===== config.mk =====
export PLATFORM = sky130hd
export DESIGN_NAME = arm_alu_seq
export DESIGN_NICKNAME = d
export VERILOG_FILES = /design/src/rtl/arm_alu_seq.sv
export SDC_FILE = /design/constraint.sdc
export NUM_CORES = 1
export LEC_CHECK = 0
export BUFFER_PORTS_ARGS = -buffer_cell sky130_fd_sc_hd__buf_2
export CORE_MARGIN = 4
export CORE_UTILIZATION = 50
export CTS_CLUSTER_DIAMETER = 50
export DETAILED_ROUTE_END_ITERATION = 8
export GPL_ROUTABILITY_DRIVEN = 1
export HOLD_SLACK_MARGIN = 0.02
export PLACE_DENSITY = 0.69
export SLEW_MARGIN = 30
export SYNTH_ARGS = -nofsm -noshare
export SYNTH_HDL_FRONTEND = slang
export SYNTH_SLANG_ARGS = --single-unit
export TNS_END_PERCENT = 50

===== constraint.sdc =====
create_clock -name clk -period 5.95 [get_ports clk]
set_input_delay 0.8925 -clock clk [delete_from_list [all_inputs] [get_ports clk]]
set_output_delay 0.8925 -clock clk [all_outputs]
set_load 0.03 [all_outputs]

===== src/rtl/arm_alu_seq.sv =====
// Registered ARM data-processing ALU with condition gating, an NZCV flag register
// and a shift-and-add MUL/MLA unit behind a valid/ready handshake.
module arm_alu_seq #(
  parameter int DATAWIDTH = 32
) (
  input  logic                 clk,
  input  logic                 rst_n,
  input  logic                 in_valid,
  output logic                 in_ready,
  input  logic [3:0]           in_op,
  input  logic                 in_mul,
  input  logic                 in_acc,
  input  logic                 in_set_flags,
  input  logic [3:0]           in_cond,
  input  logic [DATAWIDTH-1:0] in_a,
  input  logic [DATAWIDTH-1:0] in_b,
  input  logic [DATAWIDTH-1:0] in_c,
  output logic                 out_valid,
  input  logic                 out_ready,
  output logic [DATAWIDTH-1:0] out_result,
  output logic                 out_wr,
  output logic                 out_executed,
  output logic [3:0]           flags_nzcv
);

  localparam int CW = $clog2(DATAWIDTH + 1);

  typedef enum logic {IDLE, MUL} state_t;

  state_t               state, state_next;
  logic [3:0]           flags;
  logic [DATAWIDTH-1:0] acc, mcand, mplier;
  logic [CW-1:0]        cnt;
  logic                 mul_s;

  logic                 accept, cond_pass, is_test, arith, cin, mul_done, mul_full;
  logic [DATAWIDTH-1:0] op_x, op_y, alu_res;
  logic [DATAWIDTH:0]   sum;
  logic                 alu_c, alu_v;
  logic                 fn, fz, fc, fv;

  assign {fn, fz, fc, fv} = flags;
  assign flags_nzcv = flags;
  assign in_ready   = (state == IDLE) & (~out_valid | out_ready);
  assign accept     = in_valid & in_ready;
  assign is_test    = (in_op[3:2] == 2'b10);
  assign mul_full   = (cnt == CW'(DATAWIDTH));
  assign mul_done   = (state == MUL) & mul_full & (~out_valid | out_ready);

  always_comb begin
    cond_pass = 1'b1;
    case (in_cond)
      4'h0: cond_pass = fz;
      4'h1: cond_pass = ~fz;
      4'h2: cond_pass = fc;
      4'h3: cond_pass = ~fc;
      4'h4: cond_pass = fn;
      4'h5: cond_pass = ~fn;
      4'h6: cond_pass = fv;
      4'h7: cond_pass = ~fv;
      4'h8: cond_pass = fc & ~fz;
      4'h9: cond_pass = ~fc | fz;
      4'hA: cond_pass = (fn == fv);
      4'hB: cond_pass = (fn != fv);
      4'hC: cond_pass = ~fz & (fn == fv);
      4'hD: cond_pass = fz | (fn != fv);
      default: cond_pass = 1'b1;
    endcase
  end

  // Every arithmetic opcode is one adder: x + y + cin with operands swapped/inverted.
  always_comb begin
    op_x  = '0;
    op_y  = '0;
    cin   = 1'b0;
    arith = 1'b1;
    case (in_op)
      4'b0010, 4'b1010: begin op_x = in_a; op_y = ~in_b; cin = 1'b1; end
      4'b0011:          begin op_x = in_b; op_y = ~in_a; cin = 1'b1; end
      4'b0100, 4'b1011: begin op_x = in_a; op_y = in_b;  cin = 1'b0; end
      4'b0101:          begin op_x = in_a; op_y = in_b;  cin = fc;   end
      4'b0110:          begin op_x = in_a; op_y = ~in_b; cin = fc;   end
      4'b0111:          begin op_x = in_b; op_y = ~in_a; cin = fc;   end
      default:          arith = 1'b0;
    endcase
    sum = {1'b0, op_x} + {1'b0, op_y} + {{DATAWIDTH{1'b0}}, cin};
    case (in_op)
      4'b0000, 4'b1000: alu_res = in_a & in_b;
      4'b0001, 4'b1001: alu_res = in_a ^ in_b;
      4'b1100:          alu_res = in_a | in_b;
      4'b1101:          alu_res = in_a;
      4'b1110:          alu_res = in_a & ~in_b;
      4'b1111:          alu_res = ~in_b;
      default:          alu_res = sum[DATAWIDTH-1:0];
    endcase
    alu_c = arith ? sum[DATAWIDTH] : fc;
    alu_v = arith ? ((op_x[DATAWIDTH-1] == op_y[DATAWIDTH-1]) &&
                     (sum[DATAWIDTH-1] != op_x[DATAWIDTH-1])) : fv;
  end

  always_comb begin
    state_next = state;
    case (state)
      IDLE:    if (accept && in_mul && cond_pass) state_next = MUL;
      MUL:     if (mul_done) state_next = IDLE;
      default: state_next = IDLE;
    endcase
  end

  always_ff @(posedge clk or negedge rst_n) begin
    if (!rst_n) state <= IDLE;
    else        state <= state_next;
  end

  // A result loading on the same edge as a consume overrides the clear below.
  always_ff @(posedge clk or negedge rst_n) begin
    if (!rst_n) begin
      out_valid    <= 1'b0;
      out_result   <= '0;
      out_wr       <= 1'b0;
      out_executed <= 1'b0;
      flags        <= 4'b0000;
      acc          <= '0;
      mcand        <= '0;
      mplier       <= '0;
      cnt          <= '0;
      mul_s        <= 1'b0;
    end else begin
      if (out_ready) out_valid <= 1'b0;
      if (accept) begin
        if (!cond_pass) begin
          out_valid    <= 1'b1;
          out_result   <= '0;
          out_wr       <= 1'b0;
          out_executed <= 1'b0;
        end else if (in_mul) begin
          acc    <= in_acc ? in_c : '0;
          mcand  <= in_a;
          mplier <= in_b;
          cnt    <= '0;
          mul_s  <= in_set_flags;
        end else begin
          out_valid    <= 1'b1;
          out_result   <= alu_res;
          out_wr       <= ~is_test;
          out_executed <= 1'b1;
          if (is_test || in_set_flags)
            flags <= {alu_res[DATAWIDTH-1], (alu_res == '0), alu_c, alu_v};
        end
      end else if (state == MUL) begin
        if (!mul_full) begin
          if (mplier[0]) acc <= acc + mcand;
          mcand  <= mcand << 1;
          mplier <= mplier >> 1;
          cnt    <= cnt + CW'(1);
        end else if (mul_done) begin
          out_valid    <= 1'b1;
          out_result   <= acc;
          out_wr       <= 1'b1;
          out_executed <= 1'b1;
          if (mul_s) flags <= {acc[DATAWIDTH-1], (acc == '0), fc, fv};
        end
      end
    end
  end

endmodule


## After elaboration in Yosys (flattened, before gate mapping)

Index checks and enable logic that the tools add are counted.

- Register bits: 143
- Output and inout port bits: 40
- Logic and storage cells: 170

- Add/subtract/negate cells: 4
- Equality and inequality tests: 40
- Muxes and demuxes: 63
- Bitwise logic cells: 23
- Reductions and logical operators: 28

Operators by type and width:

| operator | number |
|---|---|
| $mux 32 | 23 |
| $pmux 32 s6 | 1 |
| $pmux 32 s3 | 1 |
| $and 32x32->32 | 2 |
| $logic_not 32->1 | 2 |
| $not 32->32 | 2 |
| $pmux 32 s2 | 1 |
| $eq 4x4->1 const B | 14 |
| $add 32x32->33 | 1 |
| $add 33x1->33 | 1 |
| $add 32x32->32 | 1 |
| $eq 4x3->1 const B | 8 |
| $mux 4 | 8 |
| $or 32x32->32 | 1 |
| $xor 32x32->32 | 1 |
| $mux 6 | 5 |
| $mux 1 | 21 |
| $eq 4x2->1 const B | 4 |
| $pmux 1 s14 | 1 |
| $reduce_or 3->1 | 4 |
| $reduce_and 5->1 | 2 |
| $reduce_bool 2->1 | 5 |
| $eq 4x1->1 const B | 2 |
| $logic_not 4->1 | 2 |
| 20 further kinds | 45 |

## Logic depth before layout (Yosys ltp)

Gate-level depths: netlist of the first run.

- Word-level depth: 12
- Mapped depth: 23
- Mapped depth without buffers: 19

## Worst setup path before layout of the first run

OpenSTA, ideal clock, no wires.

- Path type: input port to flip-flop
- Start: in in_op[1]
- End: reg flags[2], in the netlist flags_nzcv[2]
- Data arrival time: 5.776 ns
- Required time: 5.884 ns
- Slack: 0.108 ns
- Stages: 23
- Cells stage by stage: buf_2 clkbuf_1 buf_1 nand2_1 o22ai_1 nand2b_1 clkbuf_1 nand2_1 o21ai_0 fa_1 inv_1 fa_1 inv_1 a221oi_2 a21oi_1 or4_4 a221o_1 nor4b_2 nand4_1 nor4_1 nand4_1 or4_1 nand2_1

- Word-level cells in the longest chain between the ends: 11
- Elaborated cells on any way between the ends: 35
- Classes of those cells: add/sub (2); eq/ne (15); mux (8); reduce/logical (10)

RTL lines:

| what | line | source |
|---|---|---|
| start, declared | 10 | `input logic [3:0] in_op,` |
| $eq 4x3->1, or another cell as far along | 77 | `case (in_op)` |
| $reduce_or 6->1 (no source line), or another cell as far along | -- |  |
| $pmux 32 s2 / $pmux 32 s3 (equally long branches) | 77 |  |
| $add 32x32->33 | 86 | `sum = {1'b0, op_x} + {1'b0, op_y} + {{DATAWIDTH{1'b0}}, cin};` |
| $add 33x1->33 | 86 |  |
| $pmux 32 s6 * | 87 | `case (in_op)` |
| $logic_not 32->1 * | 148 | `flags <= {alu_res[DATAWIDTH-1], (alu_res == '0), alu_c, alu_v};` |
| $mux 4 * | 147 | `if (is_test \|\| in_set_flags)` |
| $mux 4 * | 136 | `end else if (in_mul) begin` |
| $mux 4 * | 131 | `if (!cond_pass) begin` |
| $mux 4 * | 130 | `if (accept) begin` |
| end signal, assigned | 148 |  |
| end signal, assigned | 161 | `if (mul_s) flags <= {acc[DATAWIDTH-1], (acc == '0), fc, fv};` |
| end, declared | 31 | `logic [3:0] flags;` |

Every way passes the cells marked *; elsewhere a longest branch is shown, timed or not. The select of a mux whose other input is x is not followed.
A chain may end at the register's enable or synchronous reset.

## Worst setup path after layout of the first run

- Start: in in_op[2]
- End: reg flags[2], in the netlist flags_nzcv[2]

- Word-level cells in the longest chain between the ends: 11
- Elaborated cells on any way between the ends: 39
- Classes of those cells: add/sub (2); eq/ne (17); mux (8); reduce/logical (12)

RTL lines:

| what | line |
|---|---|
| $eq 4x3->1, or another cell as far along | 77 |
| $reduce_or 6->1 (no source line), or another cell as far along | -- |
| $pmux 32 s2 / $pmux 32 s3 (equally long branches) | 77 |
| $add 32x32->33 | 86 |
| $add 33x1->33 | 86 |
| $pmux 32 s6 | 87 |
| $logic_not 32->1 | 148 |
| $mux 4 | 147 |
| $mux 4 | 136 |
| $mux 4 | 131 |
| $mux 4 | 130 |

Several ways; a longest one is shown, not always the timed one. The select of a mux whose other input is x is not followed.

==> reports/metrics.cfg, run 1 <==
[placement]
dp_cells = 2156
placed_cell_area_sq_mm = 0.0142
pre_cts_slack_ns = 0.442
portBuffers = 150
place_congestion = 0.961
hpwlAfterDp_mm = 33.8

[clock_network]
holdBufCountCts = 0
htree_levels = 4
cts-buffers-inserted = 17
clock_latency_ns = 0.44
cts_root_buffer = clkbuf_16
cts_tree = built
cts_resized = 0
cts_setup_buffers = 0
clkTransAtPathRegs_ns = 0.07
cts_num_sinks = 143
max-clock-path-buffers = 2

[synthesis]
syn_inst = 1748
synth_edf_count = 0
syn_area_per_cell_sq_um = 7.51
syn_nets = 1958
synth.most_common_cell = nand2_1
ys_ff_latch = 143
yosysTopAreaCell = dfrtp_1
ys_top_cells_by_count = 230 x nand2_1, 171 x o21ai_0, 170 x a21oi_1
yosysSeqAreaShare_pct = 27.2
syn_area_sq_mm = 0.0131
ys.flop_type = dfrtp_1
synth_top_area_share_pct = 27.2
yosys_warnings = 0
synthTopCellsByArea = dfrtp_1 27%, ha_1 9.1%, nand2_1 6.6%
synthDistinctLibCells = 77
async_flop_share_pct = 100

[critical_path]
max_stage_delay_ns = 0.59
path_max_fanout = 31
crit_path_start_kind = primary input
crit_type = in -> reg
crit_slowest_cell = or4_1
worst_ep_arrival_time_ns = 5.58
path_cells = buf_2, buf_4, nand2b_1, o22ai_2, nand2b_1, buf_4, nand2_1, o21ai_0, ha_1, a2111o_1, o21a_1, a211oi_1, mux2i_1, o21ai_0, or4_1, nor4_1, nand4_1, or4_1, nand2_1
crit_path_end_kind = flop
required_ns = 6.32

[sta]
slew_viol_final = 0
rsz0062_at_grt = no
setup_slack_ns = 0.745
setup_viol_count_final = 0
timing.slew.headroom_pct = 36.5
fmax_ghz = 0.192
fin_setup_tns_ns = 0
period_minus_slack_ns = 5.21
skew_ns = 0.0114
hold_violations = 0
worst_pin_slew_ns = 0.928
period_share_pct = 87.5

[route]
wire_per_inst_um = 20.8
route.antenna.remaining_nets = 0
drc = 0
dr.pass1.iters = 5
vias = 13800
vias_per_cell = 6.32
routed_wl_mm = 45.4
drt_iter0_markers = 1513

[final_layout]
drive_gt1_share_pct = 12.8
seq_area_sq_mm = 0.00358
finalInstanceArea_sq_mm = 0.0148
fin_nets = 2050
diodes = 0
synthToLayoutAreaGrowth_pct = 12.5
n_fill_cell = 2479
final_cell_count_no_fill = 2188
multi_input_area_sq_mm = 0.00881
postLayoutCoreUtil_pct = 56.9

[min_path]
holdCritPathClass = reg -> reg

[outcome]
status = completed

[floorplanning]
die_width_um = 170
core_sq_mm = 0.0260
initial_core_util_pct = 50.5
dieArea_sq_mm = 0.0289
rows = 59
die_y_um = 170
ios = 151

[grt]
grt_use_total_pct = 30.8
grt_max_degree = 88
grt_overflow = 0
antenna_found_initial = 0
grt_pass1_wl_mm = 71.2
grt_pass1_vias = 12700

[power_and_ir_drop]
power.density_mw_per_mm2 = 440
power_leakage_nw = 7.04
vdd_ir_drop_max_mv = 0.327

[flow_run]
cap_viol_max_count = 0

-- layout make-up --
cell class,count,share of cell area (%)
Clock buffer,17,2.88
Clock inverter,15,1.25
Inverter,95,2.41
Multi-Input combinational cell,1400,59.6
Sequential cell,143,24.2
Tap cell,335,2.84
Timing Repair Buffer,183,6.80
-- worst max-delay path: cells and delay by family --
kind / cells / cell delay [ns]
multiplexers: 1 / 0.22
AND/OR/NAND/NOR: 8 / 1.91
AO/OA/AOI/OAI: 6 / 1.51
adder cells (fa/ha/maj): 1 / 0.34
buffers and inverters: 3 / 0.67
-- cells by family after synthesis --
kind of cell	after synthesis	share of synthesized area, %
buffers and inverters	205	5.99
xor gates and xnor gates	44	2.93
DFF	143	27.2
and+or+nand+nor	568	19.6
AOI/OAI and AO/OA	612	28.7
muxes	77	5.89
adders and majority gates	99	9.60
-- metrics by stage --
step / hold WS, ns / total power, mW
2_1_floorplan: 0.450 / 4.34
3_3_place_gp: 0.462 / 5.21
3_5_place_dp: 0.470 / 5.29
4_1_cts: 0.487 / 6.48
5_1_grt: 0.500 / 7.04
6_report: 0.482 / 6.50
-- final timing paths --
path                       slack (ns)           from  cells after the start             to
setup / recovery                 0.74       in_op[2]                     19  flags_nzcv[2]
hold / removal                   0.48      mplier[7]                      2      mplier[7]
setup reg to reg                 1.37  flags_nzcv[1]                     18  flags_nzcv[2]
hold reg to reg                  0.48      mplier[7]                      2      mplier[7]
max in group asynchronous        4.12          rst_n                      2     mplier[29]
min in group asynchronous        0.51          rst_n                      1         cnt[1]
-- per-layer routing --
| metal | share of wire [%] | wire, um | global-route usage [%] |
|---|---|---|---|
| met5 | 0 | 0 | 0 |
| met4 | 1.9 | 879 | 7.47 |
| met3 | 8.7 | 3950 | 5.25 |
| met2 | 43 | 19700 | 46.3 |
| met1 | 46 | 20900 | 46.2 |
-- power by group --
part | switching, mW | total, mW | internal [mW] | leakage (nW)
sequential | 0.408 | 1.82 | 1.41 | 1.73
clock | 0.524 | 1.17 | 0.642 | 0.299
combinational | 2.15 | 3.51 | 1.35 | 5.00
-- flip-flops by register name (all words and copies together), names as in the netlist --
name,count
acc,32
mcand,32
mplier,32
out_result,32
cnt,6
flags_nzcv,4
mul_s,1
out_executed,1
out_valid,1
out_wr,1
state,1
-- cells in the final DEF (no fill, tap or decap), types with 5 or more instances in the layout --
cell type and count:
inv_1 95, buf_4 33, a211o_1 6, nand4_1 22
nor2b_1 13, xnor2_1 21, a21oi_1 169, clkbuf_16 17
o22ai_1 32, or3_1 13, inv_6 6, o31ai_1 7
a31oi_1 47, nand2_1 229, o21bai_1 5, nor2_1 142
a21o_1 24, nand3_1 49, o221ai_1 42, o21ai_0 171
a221oi_1 5, mux2i_1 75, or2_2 5, buf_2 149
o21ai_1 7, o21a_1 7, ha_1 96, nor4_1 15
and2_1 10, xor2_1 23, and3_1 6, inv_8 5
o211ai_1 11, a22oi_1 17, dfrtp_1 143, nor3_1 29
nand2b_1 10, a211oi_1 13
(Power assumes the default switching activity.)
==> inputs of run 2 (changes only) <==
CORE_ASPECT_RATIO = 1.25   (was unset)
==> reports/metrics.cfg, run 2 (same netlist as run 1, synthesis figures left out) <==
[sta]
setup_viol_count_final = 0  ; unchanged
fin_setup_tns_ns = 0  ; unchanged
timing.slew.headroom_pct = 42.8  ; was 36.5%
slew_viol_final = 0  ; unchanged
worst_pin_slew_ns = 0.858  ; was 0.928 ns
setup_slack_ns = 0.680  ; was 0.745 ns
hold_violations = 0  ; unchanged
skew_ns = 0.0119  ; was 0.0114 ns
period_share_pct = 88.6  ; was 87.5%
rsz0062_at_grt = no  ; unchanged
period_minus_slack_ns = 5.27  ; was 5.21 ns
fmax_ghz = 0.190  ; was 0.192 GHz

[final_layout]
multi_input_area_sq_mm = 0.00881  ; about the same
final_cell_count_no_fill = 2192  ; was 2188
synthToLayoutAreaGrowth_pct = 12.8  ; was 12.5%
n_fill_cell = 2503  ; was 2479
fin_nets = 2047  ; was 2050
final_common_cell = nand2_1  ; unchanged
final_cell_mix = 229 x nand2_1, 171 x o21ai_0, 169 x a21oi_1  ; unchanged
seq_area_sq_mm = 0.00358  ; unchanged
drive_gt1_share_pct = 12.6  ; was 12.8%
finalInstanceArea_sq_mm = 0.0148  ; about the same

[critical_path]
worst_ep_arrival_time_ns = 5.65  ; was 5.58 ns
crit_path_end_kind = flop  ; unchanged
crit_type = in -> reg  ; unchanged
crit_path_start_kind = primary input  ; unchanged
path_max_fanout = 31  ; unchanged
required_ns = 6.33  ; was 6.32 ns

[placement]
hpwlAfterDp_mm = 33.8  ; about the same
dp_cells = 2158  ; was 2156
place_congestion = 0.980  ; was 0.961
placed_cell_area_sq_mm = 0.0141  ; was 0.0142 sq mm
portBuffers = 150  ; unchanged
pre_cts_slack_ns = 0.322  ; was 0.442 ns

[grt]
antenna_found_initial = 2  ; was 0
grt_overflow = 0  ; unchanged
grt_max_degree = 93  ; was 88
grt_pass1_wl_mm = 72.0  ; was 71.2 mm
grt_pass1_vias = 13000  ; was 12700
grt_use_total_pct = 30.9  ; was 30.8%

[floorplanning]
rows = 66  ; was 59
initial_core_util_pct = 50.7  ; was 50.5%
core_sq_mm = 0.0259  ; was 0.0260 sq mm
die_y_um = 189  ; was 170 um
dieArea_sq_mm = 0.0289  ; about the same
ios = 151  ; unchanged
die_width_um = 153  ; was 170 um

[route]
routed_wl_mm = 45.7  ; was 45.4 mm
topRoutingLayerUsed = met4  ; unchanged
wl_met3_mm = 3.28  ; was 3.95 mm
wl_met1_mm = 20.0  ; was 20.9 mm
wl_met2_mm = 21.1  ; was 19.7 mm
drc = 0  ; unchanged
vias_per_cell = 6.31  ; was 6.32
dr.pass1.iters = 7  ; was 5
drt_iter0_markers = 1224  ; was 1513
vias = 13800  ; about the same
wire_per_inst_um = 20.9  ; was 20.8 um
route.antenna.remaining_nets = 0  ; unchanged

[clock_network]
clock_latency_ns = 0.44  ; about the same
cts-buffers-inserted = 17  ; unchanged
cts_root_buffer = clkbuf_16  ; unchanged
cts_resized = 0  ; unchanged
holdBufCountCts = 0  ; unchanged
max-clock-path-buffers = 2  ; unchanged
cts_tree = built  ; unchanged
htree_levels = 4  ; unchanged
clkTransAtPathRegs_ns = 0.06  ; was 0.07 ns
cts_num_sinks = 143  ; unchanged
cts_setup_buffers = 0  ; unchanged

[flow_run]
cap_viol_max_count = 0  ; unchanged

[outcome]
status = completed  ; unchanged

[min_path]
holdCritPathClass = reg -> reg  ; unchanged

[power_and_ir_drop]
power_leakage_nw = 7.04  ; about the same
vdd_ir_drop_max_mv = 0.180  ; was 0.327 mV
power.density_mw_per_mm2 = 443  ; was 440 mW/mm^2

-- run 2: cell count changes in the layout (fill, tap and decap cells not counted) --
cell / previous run / this run
and3_1: 6 / 5
clkinvlp_4: 1 / 3
clkinv_4: 1 / 3
and3_2: 0 / 1
clkbuf_8: 0 / 2
clkbuf_1: 0 / 1
buf_4: 33 / 30
inv_6: 6 / 1
diode_2: 0 / 2
bufinv_16: 2 / 5
inv_8: 5 / 0
-- run 2: worst max-delay path, cell delays in order --
cell	delay [ns]
buf_2	0.20
and2_1	0.20
or3_1	0.35
nand2b_1	0.12
buf_4	0.37
nand2_1	0.08
o21ai_0	0.09
ha_1	0.30
nor2b_1	0.16
o31a_1	0.35
o21a_1	0.25
a211oi_1	0.30
mux2i_1	0.24
o21ai_0	0.18
or4_1	0.58
nor4_1	0.31
nand4_1	0.12
or4_1	0.47
nand2_1	0.07
-- run 2: worst paths after layout --
path | from | end | slack (ns) | cells after the start
max | in_op[2] | flags_nzcv[2] | 0.68 | 19
min | mplier[26] | mplier[26] | 0.48 | 2
max reg2reg | flags_nzcv[1] | flags_nzcv[2] | 1.14 | 18
min reg2reg | mplier[26] | mplier[26] | 0.48 | 2
max in group asynchronous | rst_n | cnt[2] | 4.18 | 2
min in group asynchronous | rst_n | out_result[26] | 0.53 | 1
-- run 2: routing by layer --
metal,vias up,GRT usage (%)
met5,-,0
met4,0,10.5
met3,87,4.12
met2,565,49.9
met1,6595,42.9
li1,6595,-
-- run 2: final cells by class --
cell class                 instances  area share (%)
multi-input combinational       1400            59.4
inverter                          95            2.41
clock inverter                    12            1.40
tap                              340            2.87
antenna                            2          0.0338
clock buffer                      20            3.08
sequential                       143            24.1
timing repair buffer             180            6.63
-- run 2: where the power goes --
group          switching [mW]  internal [mW]
combinational            2.14           1.35
clock                   0.468          0.770
sequential              0.407           1.42
total                    3.02           3.54
-- run 2: through the flow --
| stage | utilization (%) | total power, mW | hold WS (ns) |
|---|---|---|---|
| 6_report | 57.2 | 6.56 | 0.482 |
| 5_1_grt | 57.2 | 7.08 | 0.501 |
| 4_1_cts | 57.1 | 6.54 | 0.486 |
| 3_5_place_dp | 54.6 | 5.29 | 0.471 |
| 3_3_place_gp | 54.6 | 5.21 | 0.462 |
| 2_1_floorplan | - | 4.34 | 0.450 |
==> inputs of run 3 (changes only) <==
--- a/config.mk
+++ b/config.mk
@@ -6,4 +6,5 @@
 export NUM_CORES = 1
 export LEC_CHECK = 0
+export ABC_AREA = 1
 export BUFFER_PORTS_ARGS = -buffer_cell sky130_fd_sc_hd__buf_2
 export CORE_ASPECT_RATIO = 1.25
==> constraint.sdc (replaced) <==
create_clock -name clk -period 5.95 [get_ports clk]
set_input_delay 0.8925 -clock clk [delete_from_list [all_inputs] [get_ports clk]]
set_output_delay 0.8925 -clock clk [all_outputs]
set_load 0.05 [all_outputs]
==> reports/metrics.cfg, run 3 <==
[final_layout]
final_cell_mix = 727 x nand2_1, 265 x inv_1, 236 x nor2_1  ; was 229 x nand2_1, 171 x o21ai_0, 169 x a21oi_1
final_cell_count_no_fill = 2691  ; was 2192
diodes = 0  ; was 2
synthToLayoutAreaGrowth_pct = 11.0  ; was 12.8%
fin_nets = 2538  ; was 2047
final_common_cell = nand2_1  ; unchanged
drive_gt1_share_pct = 10.0  ; was 12.6%

[clock_network]
cts_tree = built  ; unchanged
cts_resized = 0  ; unchanged
clkTransAtPathRegs_ns = 0.07  ; was 0.06 ns
cts_setup_buffers = 0  ; unchanged
htree_levels = 4  ; unchanged
clock_latency_ns = 0.44  ; about the same
cts_root_buffer = clkbuf_16  ; unchanged
max-clock-path-buffers = 2  ; unchanged
cts_num_sinks = 143  ; unchanged
holdBufCountCts = 0  ; unchanged
cts-buffers-inserted = 17  ; unchanged

[sta]
fin_setup_tns_ns = 0  ; unchanged
fmax_ghz = 0.225  ; was 0.190 GHz
slew_viol_final = 0  ; unchanged
setup_viol_count_final = 0  ; unchanged
timing.slew.headroom_pct = 45.1  ; was 42.8%
skew_ns = 0.0137  ; was 0.0119 ns
period_share_pct = 74.9  ; was 88.6%
hold_violations = 0  ; unchanged
rsz0062_at_grt = no  ; unchanged
period_minus_slack_ns = 4.45  ; was 5.27 ns
worst_pin_slew_ns = 0.824  ; was 0.858 ns

[min_path]
holdPathStages = 2  ; unchanged
holdCritPathClass = reg -> reg  ; unchanged

[synthesis]
synth_edf_count = 0  ; unchanged
yosys_warnings = 0  ; unchanged
synthTopCellsByArea = dfrtp_1 26%, nand2_1 20%, ha_1 8.6%  ; was dfrtp_1 27%, ha_1 9.1%, nand2_1 6.6%
syn_nets = 2441  ; was 1958
ys.flop_type = dfrtp_1  ; unchanged
synthDistinctLibCells = 49  ; was 77
syn_area_sq_mm = 0.0139  ; was 0.0131 sq mm
synth.most_common_cell = nand2_1  ; unchanged
yosysTopAreaCell = dfrtp_1  ; unchanged
yosysSeqAreaShare_pct = 25.7  ; was 27.2%
syn_area_per_cell_sq_um = 6.25  ; was 7.51 sq um
async_flop_share_pct = 100  ; unchanged
syn_inst = 2231  ; was 1748
ys_top_cells_by_count = 727 x nand2_1, 266 x inv_1, 237 x nor2_1  ; was 230 x nand2_1, 171 x o21ai_0, 170 x a21oi_1
ys_ff_latch = 143  ; unchanged
synth_top_area_share_pct = 25.7  ; was 27.2%

[critical_path]
r2r_cells = 10  ; was 18
max_stage_delay_ns = 0.50  ; was 0.58 ns
cp_num_buf_inv = 4  ; was 2
crit_path_end_kind = flop  ; unchanged
crit_type = in -> reg  ; unchanged
crit_slowest_cell = inv_2  ; was or4_1
path_delay_family = buffers and inverters  ; was simple AND/OR/NAND/NOR gates
worst_ep_arrival_time_ns = 4.82  ; was 5.65 ns
crit_path_start_kind = primary input  ; unchanged
path_max_fanout = 34  ; was 31
cp.depth = 20  ; was 19
cpMostUsedCell = nand2_1
required_ns = 6.32  ; was 6.33 ns
path_cells = buf_2, nand2_1, nor2_1, inv_2, buf_4, o221ai_1, ha_1, nand2_1, inv_1, a21oi_1, o21bai_1, nand2_1, nand3_1, nand2_1, nand2_1, a21oi_1, nand3_1, nor2_1, nand3_1, a21oi_1  ; was buf_2, and2_1, or3_1, nand2b_1, buf_4, nand2_1, o21ai_0, ha_1, nor2b_1, o31a_1, o21a_1, a211oi_1, mux2i_1, o21ai_0, or4_1, nor4_1, nand4_1, or4_1, nand2_1

[route]
wire_per_inst_um = 19.7  ; was 20.9 um
vias_per_cell = 5.84  ; was 6.31
routed_wl_mm = 53.1  ; was 45.7 mm
route.antenna.remaining_nets = 0  ; unchanged
dr.pass1.iters = 5  ; was 7
drc = 0  ; unchanged
drt_iter0_markers = 1302  ; was 1224
vias = 15700  ; was 13800

[floorplanning]
ios = 151  ; unchanged
die_y_um = 195  ; was 189 um
rows = 68  ; was 66
dieArea_sq_mm = 0.0306  ; was 0.0289 sq mm
core_sq_mm = 0.0276  ; was 0.0259 sq mm
initial_core_util_pct = 50.6  ; was 50.7%
die_width_um = 157  ; was 153 um

[grt]
antenna_found_initial = 0  ; was 2
grt_pass1_vias = 15100  ; was 13000
grt_pass1_wl_mm = 82.2  ; was 72.0 mm
grt_max_degree = 97  ; was 93
grt_overflow = 0  ; unchanged
grt_use_total_pct = 34.1  ; was 30.9%

[power_and_ir_drop]
swShare_pct = 53.4  ; was 46.0%
internal-power_mw = 3.72  ; was 3.54 mW
p_sw_mw = 4.26  ; was 3.02 mW
power.density_mw_per_mm2 = 515  ; was 443 mW/mm^2
power_leakage_nw = 8.13  ; was 7.04 nW
power_mw = 7.98  ; was 6.56 mW
pwr-share-clk_pct = 14.3  ; was 18.9%
vdd_ir_drop_max_mv = 0.300  ; was 0.180 mV
seqPwrFrac_pct = 23.9  ; was 27.8%
p_comb_share_pct = 61.8  ; was 53.3%

[placement]
portBuffers = 150  ; unchanged
hpwlAfterDp_mm = 40.6  ; was 33.8 mm
dp_cells = 2659  ; was 2158
place_congestion = 1.05  ; was 0.980

[flow_run]
cap_viol_max_count = 0  ; unchanged

[outcome]
status = completed  ; unchanged

[run 3: changes by cell type in the layout (fill, tap and decap cells not counted), moves of 18 or more]
cell	delta
a21oi_1	-59
a31oi_1	+29
inv_1	+170
mux2i_1	-75
nand2_1	+498
nand3_1	+59
nor2_1	+94
nor3_1	-18
o21ai_0	-76
[run 3: cell type report]
class	count	area, sq um
Tap cell	350	438
Sequential cell	143	3580
Multi-Input combinational cell	1723	8920
Timing Repair Buffer	165	888
Clock buffer	19	453
Clock inverter	13	150
Fill cell	2898	12100
Inverter	278	1050
[run 3: power by group through the flow]
stage          Clock [mW]  Sequential [mW]  Combinational, mW
6_report             1.14             1.91               4.93
5_1_grt              1.19             1.96               5.51
4_1_cts              1.15             1.90               4.89
3_5_place_dp            0             1.91               4.86
3_3_place_gp            0             1.90               4.80
2_1_floorplan           0             2.16               3.31
[run 3: through the flow]
step	area, sq um	setup slack (ns)	hold WS (ns)	util [%]
2_1_floorplan	13900	1.93	0.442	-
3_3_place_gp	14900	1.33	0.456	53.9
3_5_place_dp	14900	1.27	0.470	53.9
4_1_cts	15500	1.72	0.484	56.1
5_1_grt	15500	1.38	0.497	56.1
6_report	15500	1.50	0.484	56.1
[run 3: worst min-delay path: cells and delay by family (launching register included)]
| kind | cells | cell delay, ns |
|---|---|---|
| DFF | 1 | 0.35 |
| and+or+nand+nor | 2 | 0.10 |
[run 3: worst paths after layout]
| kind | startpoint | to | slack, ns |
|---|---|---|---|
| min reg2reg | mul_s | mul_s | 0.48 |
| min | mul_s | mul_s | 0.48 |
| max | in_op[0] | flags_nzcv[2] | 1.50 |
| min in group asynchronous | rst_n | mplier[6] | 0.55 |
| max reg2reg | out_valid | mplier[2] | 2.25 |
| max in group asynchronous | rst_n | out_result[20] | 4.20 |
[run 3: logic make-up (layout without fill, tap and decap cells)]
| group | count (synthesis) | count (layout) | share of synthesized area, % |
|---|---|---|---|
| AND/OR/NAND/NOR | 1144 | 1144 | 33.2 |
| buffers and inverters | 365 | 475 | 10.5 |
| XOR/XNOR | 20 | 20 | 1.26 |
| AO/OA/AOI/OAI | 460 | 460 | 20.4 |
| adder cells (fa/ha/maj) | 99 | 99 | 9.04 |
| flip-flops | 143 | 143 | 25.7 |
[run 3: routing by layer]
layer | GRT usage, % | share of wire, % | vias up
li1 | - | - | 7593
met1 | 45.1 | 42 | 7334
met2 | 55.8 | 47 | 653
met3 | 4.83 | 7.2 | 131
met4 | 13.6 | 4.1 | 0
met5 | 0 | 0 | -
